**src/rtl/imem_loader.sv**
```systemverilog
// Boot-time IMEM loader: parses a framed byte stream (16-bit word count, LE payload, XOR check)
// into 32-bit IMEM writes and holds the core in reset until a frame verifies.
module imem_loader #(
  parameter int unsigned ADDR_W  = 8,
  parameter int unsigned TIMEOUT = 100000
) (
  input  logic              clk,
  input  logic              rst,
  input  logic [7:0]        rx_data,
  input  logic              rx_valid,
  output logic              rx_ready,
  input  logic              start,
  output logic              imem_we,
  output logic [ADDR_W-1:0] imem_addr,
  output logic [31:0]       imem_wdata,
  output logic              cpu_rst,
  output logic              load_done,
  output logic              load_err,
  output logic [1:0]        err_code
);

  typedef enum logic [2:0] {StHdr0, StHdr1, StPayload, StChk, StDone, StErr} state_e;

  localparam int unsigned Cap     = 32'd1 << ADDR_W;
  localparam logic [31:0] TmoLast = 32'(TIMEOUT - 1);

  state_e            state_q, state_d;
  logic [15:0]       len_q, len_d;
  logic [1:0]        lane_q, lane_d;
  logic [31:0]       word_q, word_d;
  logic [15:0]       idx_q, idx_d;
  logic [7:0]        xor_q, xor_d;
  logic [31:0]       tmo_q, tmo_d;
  logic              rx_ready_q, rx_ready_d;
  logic              imem_we_q, imem_we_d;
  logic [ADDR_W-1:0] imem_addr_q, imem_addr_d;
  logic [31:0]       imem_wdata_q, imem_wdata_d;
  logic              cpu_rst_q, cpu_rst_d;
  logic              load_done_q, load_done_d;
  logic              load_err_q, load_err_d;
  logic [1:0]        err_code_q, err_code_d;

  logic              xfer;
  logic [15:0]       n_full;
  logic [31:0]       word_nx;

  always_comb begin
    state_d      = state_q;
    len_d        = len_q;
    lane_d       = lane_q;
    word_d       = word_q;
    idx_d        = idx_q;
    xor_d        = xor_q;
    tmo_d        = tmo_q;
    imem_we_d    = 1'b0;
    imem_addr_d  = imem_addr_q;
    imem_wdata_d = imem_wdata_q;
    err_code_d   = err_code_q;

    xfer    = rx_valid & rx_ready_q;
    n_full  = {rx_data, len_q[7:0]};
    // Bytes enter at the top so the first byte of a word ends up in [7:0].
    word_nx = {rx_data, word_q[31:8]};

    if (xfer) tmo_d = '0;

    unique case (state_q)
      StHdr0: begin
        tmo_d = '0;
        if (xfer) begin
          len_d[7:0] = rx_data;
          xor_d      = rx_data;
          state_d    = StHdr1;
        end
      end
      StHdr1: begin
        if (xfer) begin
          len_d = n_full;
          xor_d = xor_q ^ rx_data;
          if ({16'd0, n_full} > Cap) begin
            state_d    = StErr;
            err_code_d = 2'd1;
          end else if (n_full == 16'd0) begin
            state_d = StChk;
          end else begin
            state_d = StPayload;
          end
        end
      end
      StPayload: begin
        if (xfer) begin
          xor_d  = xor_q ^ rx_data;
          word_d = word_nx;
          lane_d = lane_q + 2'd1;
          if (lane_q == 2'd3) begin
            imem_we_d    = 1'b1;
            imem_addr_d  = idx_q[ADDR_W-1:0];
            imem_wdata_d = word_nx;
            idx_d        = idx_q + 16'd1;
            if (idx_q == len_q - 16'd1) state_d = StChk;
          end
        end
      end
      StChk: begin
        if (xfer) begin
          if (rx_data == xor_q) begin
            state_d = StDone;
          end else begin
            state_d    = StErr;
            err_code_d = 2'd2;
          end
        end
      end
      StDone, StErr: begin
        if (start) begin
          state_d    = StHdr0;
          idx_d      = '0;
          lane_d     = '0;
          xor_d      = '0;
          tmo_d      = '0;
          err_code_d = 2'd0;
        end
      end
      default: state_d = StHdr0;
    endcase

    // An accepted byte in the same cycle always beats the timeout.
    if (!xfer && (state_q == StHdr1 || state_q == StPayload || state_q == StChk)) begin
      tmo_d = tmo_q + 32'd1;
      if (tmo_d == TmoLast) begin
        state_d    = StErr;
        err_code_d = 2'd3;
      end
    end

    rx_ready_d  = (state_d != StDone) && (state_d != StErr);
    cpu_rst_d   = (state_d != StDone);
    load_done_d = (state_d == StDone);
    load_err_d  = (state_d == StErr);
  end

  always_ff @(posedge clk) begin
    if (!rst) begin
      state_q      <= StHdr0;
      len_q        <= '0;
      lane_q       <= '0;
      word_q       <= '0;
      idx_q        <= '0;
      xor_q        <= '0;
      tmo_q        <= '0;
      rx_ready_q   <= 1'b1;
      imem_we_q    <= 1'b0;
      imem_addr_q  <= '0;
      imem_wdata_q <= '0;
      cpu_rst_q    <= 1'b1;
      load_done_q  <= 1'b0;
      load_err_q   <= 1'b0;
      err_code_q   <= 2'd0;
    end else begin
      state_q      <= state_d;
      len_q        <= len_d;
      lane_q       <= lane_d;
      word_q       <= word_d;
      idx_q        <= idx_d;
      xor_q        <= xor_d;
      tmo_q        <= tmo_d;
      rx_ready_q   <= rx_ready_d;
      imem_we_q    <= imem_we_d;
      imem_addr_q  <= imem_addr_d;
      imem_wdata_q <= imem_wdata_d;
      cpu_rst_q    <= cpu_rst_d;
      load_done_q  <= load_done_d;
      load_err_q   <= load_err_d;
      err_code_q   <= err_code_d;
    end
  end

  assign rx_ready   = rx_ready_q;
  assign imem_we    = imem_we_q;
  assign imem_addr  = imem_addr_q;
  assign imem_wdata = imem_wdata_q;
  assign cpu_rst    = cpu_rst_q;
  assign load_done  = load_done_q;
  assign load_err   = load_err_q;
  assign err_code   = err_code_q;

endmodule

```
**config.mk**
```make
export PLATFORM = sky130hd
export DESIGN_NAME = imem_loader
export DESIGN_NICKNAME = d
export VERILOG_FILES = /design/src/rtl/imem_loader.sv
export SDC_FILE = /design/constraint.sdc
export NUM_CORES = 1
export LEC_CHECK = 0
export CAP_MARGIN = 0
export CORE_MARGIN = 3
export CORE_UTILIZATION = 35
export DETAILED_ROUTE_END_ITERATION = 8
export PLACE_DENSITY = 0.55
export SYNTH_ARGS = -nofsm -noshare
export SYNTH_HDL_FRONTEND = slang
export SYNTH_SLANG_ARGS = --single-unit
```
**constraint.sdc**
```tcl
create_clock -name clk -period 2.98 [get_ports clk]
set_clock_uncertainty 0.05 [all_clocks]
set_input_delay 0.596 -clock clk [delete_from_list [all_inputs] [get_ports clk]]
set_output_delay 0.596 -clock clk [all_outputs]
set_load 0.01 [all_outputs]
```
* After elaboration in Yosys (flattened, before gate mapping)
Cells that the tools add are included.
** Word-level totals
- Flip-flop bits (word level) :: 156
- Bits in latches :: 0
- Bits in writable memories :: 0
- Bits in read-only memories :: 0
- Input bits :: 12
- Output and inout bits :: 47
- Word-level logic and storage cells :: 99
- Memories kept :: 0
** Operators by class
- Add/sub/neg operators :: 4
- Multiply operators :: 0
- Divide/modulo/power cells :: 0
- $lt $le $gt $ge :: 1
- Equality and inequality tests :: 18
- Shift-type cells :: 0
- Multiplexer cells :: 38
- Bitwise gates (word level) :: 3
- Reduce and logical (&&, ||, !) cells :: 19
** Operators by type and width (count)
- $mux W32 :: 3
- $pmux W32 S2 :: 1
- $mux W16 :: 3
- $add A32 B1 Y32 const B :: 1
- $eq A32 B17 Y1 const B :: 1
- $pmux W16 S2 :: 1
- $mux W3 :: 10
- $mux W8 :: 3
- $pmux W8 S3 :: 1
- $mux W2 :: 9
- $add A16 B1 Y16 const B :: 1
- $eq A16 B16 Y1 :: 1
- $gt A16 B9 Y1 const B :: 1
- $logic_not A16 Y1 :: 1
- $pmux W8 S2 :: 1
- $sub A16 B1 Y16 const B :: 1
- $pmux W3 S5 :: 1
- $eq A3 B3 Y1 const B :: 4
- $reduce_and A3 Y1 :: 4
- $eq A8 B8 Y1 :: 1
- $ne A2 B2 Y1 const B :: 4
- $reduce_and A4 Y1 :: 2
- $xor A8 B8 Y8 :: 1
- $eq A3 B2 Y1 const B :: 2
- 18 further kinds :: 25

* Depth between registers and ports, before layout
Gate-level depths: netlist of run 1.
- Word-level depth :: 10
- Mapped depth :: 9
- Mapped depth without buffers :: 9

* Worst setup path before layout of run 1
No wires, ideal clock.
- Kind :: register to register
- Start :: register len_q[0]
- End :: register load_done_q (netlist: load_done)
- Library setup time :: 115 ps
- Arrival time :: 2434 ps
- Data required time :: 2815 ps
- Setup slack :: 381 ps
- Stages on the path, launching flop included :: 9
- Buffers on the path :: 0
- Period minus slack after synthesis :: 2599 ps
- Cell sequence :: dfxtp_1 > inv_1 > ha_1 > or3b_1 > nor4_1 > or4b_1 > a221o_1 > o31a_1 > and2_1
** On the way
- Longest elaborated chain between the ends :: 9
- Elaborated cells on any way between the ends :: 14
- Those cells by class :: add/sub: 1; order compare: 1; eq/ne: 2; mux: 9; reduce/logical: 1
** RTL lines
- from (decl) :: line 28 : logic [15:0] len_q, len_d;
- from (signal assigned) :: line 161 : len_q <= len_d;
- $sub A16 B1 Y16 :: line 100 : if (idx_q == len_q - 16'd1) state_d = StChk;
- $eq A16 B16 Y1 :: line 100
- $mux W3 :: line 100
- $mux W3 :: line 95 : if (lane_q == 2'd3) begin
- $mux W3 :: line 91 : if (xfer) begin
- $pmux W3 S5 * :: line 67 : unique case (state_q)
- $mux W3 :: line 130 : if (tmo_d == TmoLast) begin
- $mux W3 * :: line 128 : if (!xfer && (state_q == StHdr1 || state_q == StPayload || state_q == StChk)) begin
- $eq A3 B3 Y1 * :: line 138 : load_done_d = (state_d == StDone);
- to (signal assigned) :: line 172 : load_done_q <= load_done_d;
- to (decl) :: line 39 : logic load_done_q, load_done_d;
Every way passes the cells marked *; elsewhere a longest branch is shown, timed or not.
A chain may end at the register's enable or synchronous reset.

* Worst setup path in the final report of run 1
Same ends and word-level chain as after synthesis.

==> results of run 1 <==
[synthesized netlist by cell type (all sizes together) (4+ instances only)]
cell type  count  area [µm²]
a31oi          8       56.30
nor3b          5       37.54
ha             5       62.56
mux2i         20       200.2
or3            8       55.05
xnor2         24       210.2
a311oi         7       61.31
inv            9       33.78
nor4          13       96.34
or2            5       31.28
nor2         101       379.1
a21oi        111       563.0
o21a           5       37.54
nand4         17       118.9
nand2        198       743.2
or4            7       60.06
o2111ai       10       87.58
xor2          24       210.2
nor3          27       135.1
and4           4       36.29
dfxtp        148        2963
and3           6       37.54
clkbuf        60       229.0
nand3         24       120.1
buf           14       78.82
nor4b          4       35.03
o21ai         38       197.7
[critical path: cells and delay by family (launching register included)]
family / cells / cell delay (ns)
adder cells (fa/ha/maj): 1 / 0.25
buffers and inverters: 1 / 0.08
AND/OR/NAND/NOR: 4 / 1.25
flip-flops: 1 / 0.38
AO/OA/AOI/OAI: 2 / 0.68
[layout make-up]
cell class / count / area (µm²) / share of cell area [%]
Sequential cell: 148 / 2963 / 33.08
Tap cell: 270 / 337.8 / 3.771
Multi-Input combinational cell: 725 / 4076 / 45.51
Timing Repair Buffer: 102 / 923.4 / 10.31
Clock inverter: 15 / 191.4 / 2.137
Clock buffer: 17 / 425.4 / 4.749
Inverter: 10 / 40.04 / 0.4470
[how the worst max path moves through the flow]
stage,startpoint,end,slack (ns),depth (start not counted)
2_1_floorplan,len_q[0]$_SDFFE_PN0P_,load_done$_SDFF_PN0_,0.38,8
6_report,len_q[0]$_SDFFE_PN0P_,load_done$_SDFF_PN0_,0.19,8
4_1_cts,len_q[2]$_SDFFE_PN0P_,load_done$_SDFF_PN0_,0.11,7
3_5_place_dp,rx_valid,state_q[2]$_SDFF_PN0_,0.11,9
5_1_grt,tmo_q[0]$_SDFF_PN0_,state_q[2]$_SDFF_PN0_,0.04,10
3_3_place_gp,rx_valid,state_q[2]$_SDFF_PN0_,0.18,9
[layer usage]
metal,GRT usage (%),part of all wire [%]
met5,0,0
met1,23.18,47
met2,29.07,48
met4,4.669,1.6
met3,3.710,3.6
[registers in the layout, summed over array words and instances (netlist names)]
signal,count
idx_q,16
load_done,1
imem_wdata,32
imem_we,1
state_q,3
word_q,24
lane_q,2
rx_ready,1
xor_q,8
tmo_q,32
err_code,2
len_q,16
load_err,1
imem_addr,8
cpu_rst,1
[cells by family after synthesis]
family,Yosys count,share of synthesized area [%]
xor+xnor,48,5.711
buf+inv,84,4.691
compound gates,213,17.75
flops,148,40.25
mux,20,2.720
fa+ha+maj,5,0.8499
simple gates,439,28.03
[report_power, final]
part	total, mW	switching, mW	internal (mW)	leakage (nW)
clock network	2.27	0.930	1.34	0.298
logic	0.415	0.238	0.178	1.58
registers	2.06	0.0474	2.01	1.20
[cell usage in the layout (no fill, tap or decap), drive strengths merged, types with 6 or more instances in the layout]
cell type,count
nand2,198
dfxtp,148
a21oi,111
nor2,101
clkdlybuf4s50,58
buf,44
o21ai,38
nor3,27
nand3,24
xnor2,24
xor2,24
mux2i,20
clkbuf,17
nand4,17
inv,16
nor4,13
o2111ai,10
or3,8
a31oi,8
a311oi,7
or4,7
and3,6
==> results.py, run 1 <==
metrics = {
    "pwr": {
        "leakagePower_nw": 3.077,
        "ir_drop_mv": 0.4075,
        "finalPower_mw": 4.741,
        "powerDensity_nw_per_um2": 529.3,
    },
    "flow_run": {
        "cap_violations": 0,
    },
    "floorplan": {
        "die_h_um": 151.0,
        "die_width_um": 151.0,
        "initial_core_util_pct": 36.03,
        "num_rows": 52,
        "core-area_um2": 20430,
        "dieArea_um2": 22810,
        "io_pins": 59,
    },
    "yosys": {
        "ys.flop_type": "dfxtp_1",
        "synth_area_um2": 7361,
        "synth_nets": 974,
        "synth_cells": 957,
        "synth.distinct_cells": 72,
        "yosys_warnings": 0,
        "synth_edf_count": 0,
        "ys_ff_latch": 148,
        "ys_seq_area_share_pct": 40.25,
        "syn_area_per_cell_um2": 7.692,
        "async_flop_share_pct": 0,
    },
    "grt": {
        "grt_max_degree": 54,
        "grt_pass1_wl_mm": 32.39,
        "antenna_found_initial": 0,
        "grt_pass1_vias": 6289,
        "grt-ovfl-total": 0,
        "grt_usage_pct": 17.52,
    },
    "sta": {
        "worstMarginPinSlew_ns": 0.6196,
        "min_period_ns": 2.785,
        "finalHoldViolations": 0,
        "timing.hold.ws_ns": 0.4012,
        "slew_viol_final": 0,
        "setup_slack_ns": 0.1946,
        "tns_ns": 0,
        "rsz0062_at_grt": "no",
        "fmax_mhz": 359.0,
        "maxSlewHeadroom_pct": 58.61,
        "setup_viol": 0,
        "fin_crit_sh_pct": 93.47,
    },
    "placed_design": {
        "hpwlAfterDp_mm": 13.54,
        "portBuffers": 58,
        "placed_cells": 1255,
        "place_ws_ns": 0.1090,
        "gp_congestion": 0.8518,
        "dpl-instance-area_um2": 8323,
    },
    "cts": {
        "path_clk_slew_ns": 0.07,
        "cts_max_level": 4,
        "cts_sinks": 148,
        "cts_hold_buf": 0,
        "cts_tree": "done",
        "cts_setup_buffers": 0,
        "cts_resized": 0,
        "clk_path_buf_depth": 2,
        "cts_buffers": 17,
        "insertion_delay_ns": 0.43,
        "cts-root-buf": "clkbuf_16",
    },
    "finish": {
        "final_util_pct": 43.84,
        "final-instance-count-excl-fill": 1287,
        "area_delta_synth_final_pct": 21.69,
        "fillCellCount": 2097,
        "final_area_um2": 8957,
        "drive_above_1_share_pct": 10.62,
        "diodes": 0,
        "nets": 1021,
    },
    "critical_path": {
        "path_cells": "inv_1, ha_1, or3b_1, nor4_2, or4b_1, a221o_1, o31a_1, and2_1",
        "reg2reg_from": "len_q[0]$_SDFFE_PN0P_",
        "worstPathArrival_ns": 3.06,
        "max_stage_delay_ns": 0.47,
        "cp-end-kind": "flop",
        "crit_fanout": 6,
        "path_class": "flop to flop",
        "cp_slowest_cell": "or4b_1",
        "critPathRequiredTime_ns": 3.25,
        "rr_worst_depth": 8,
        "r2r-end": "load_done$_SDFF_PN0_",
        "rrSetupSlack_ns": 0.19,
        "startpoint_type": "flop",
    },
    "worst_hold_path": {
        "min_to": "imem_wdata[5]$_SDFFE_PN0P_",
        "worstHoldPathCells": 2,
        "hold_class": "flop to flop",
        "holdCritStartpoint": "imem_wdata[5]$_SDFFE_PN0P_",
    },
    "detailed_routing": {
        "ant_nets": 0,
        "num_vias": 6787,
        "viasPerCell": 5.274,
        "wl_per_cell_um": 15.47,
        "drcViolationCount": 0,
        "wl_mm": 19.91,
        "detail_route.first_pass.iterations": 5,
        "first_iter_violations": 398,
    },
    "run_status": {
        "status": "finished clean",
    },
}
(Power assumes the default switching activity.)
==> run 2, diff against run 1 <==
--- a/config.mk
+++ b/config.mk
@@ -10,6 +10,7 @@
 export CORE_UTILIZATION = 35
 export DETAILED_ROUTE_END_ITERATION = 8
 export PLACE_DENSITY = 0.55
+export SLEW_MARGIN = 20
 export SYNTH_ARGS = -nofsm -noshare
 export SYNTH_HDL_FRONTEND = slang
 export SYNTH_SLANG_ARGS = --single-unit
==> results of run 2 <==
Same layout as run 1: the final DEF is identical, and so are final timing and power.
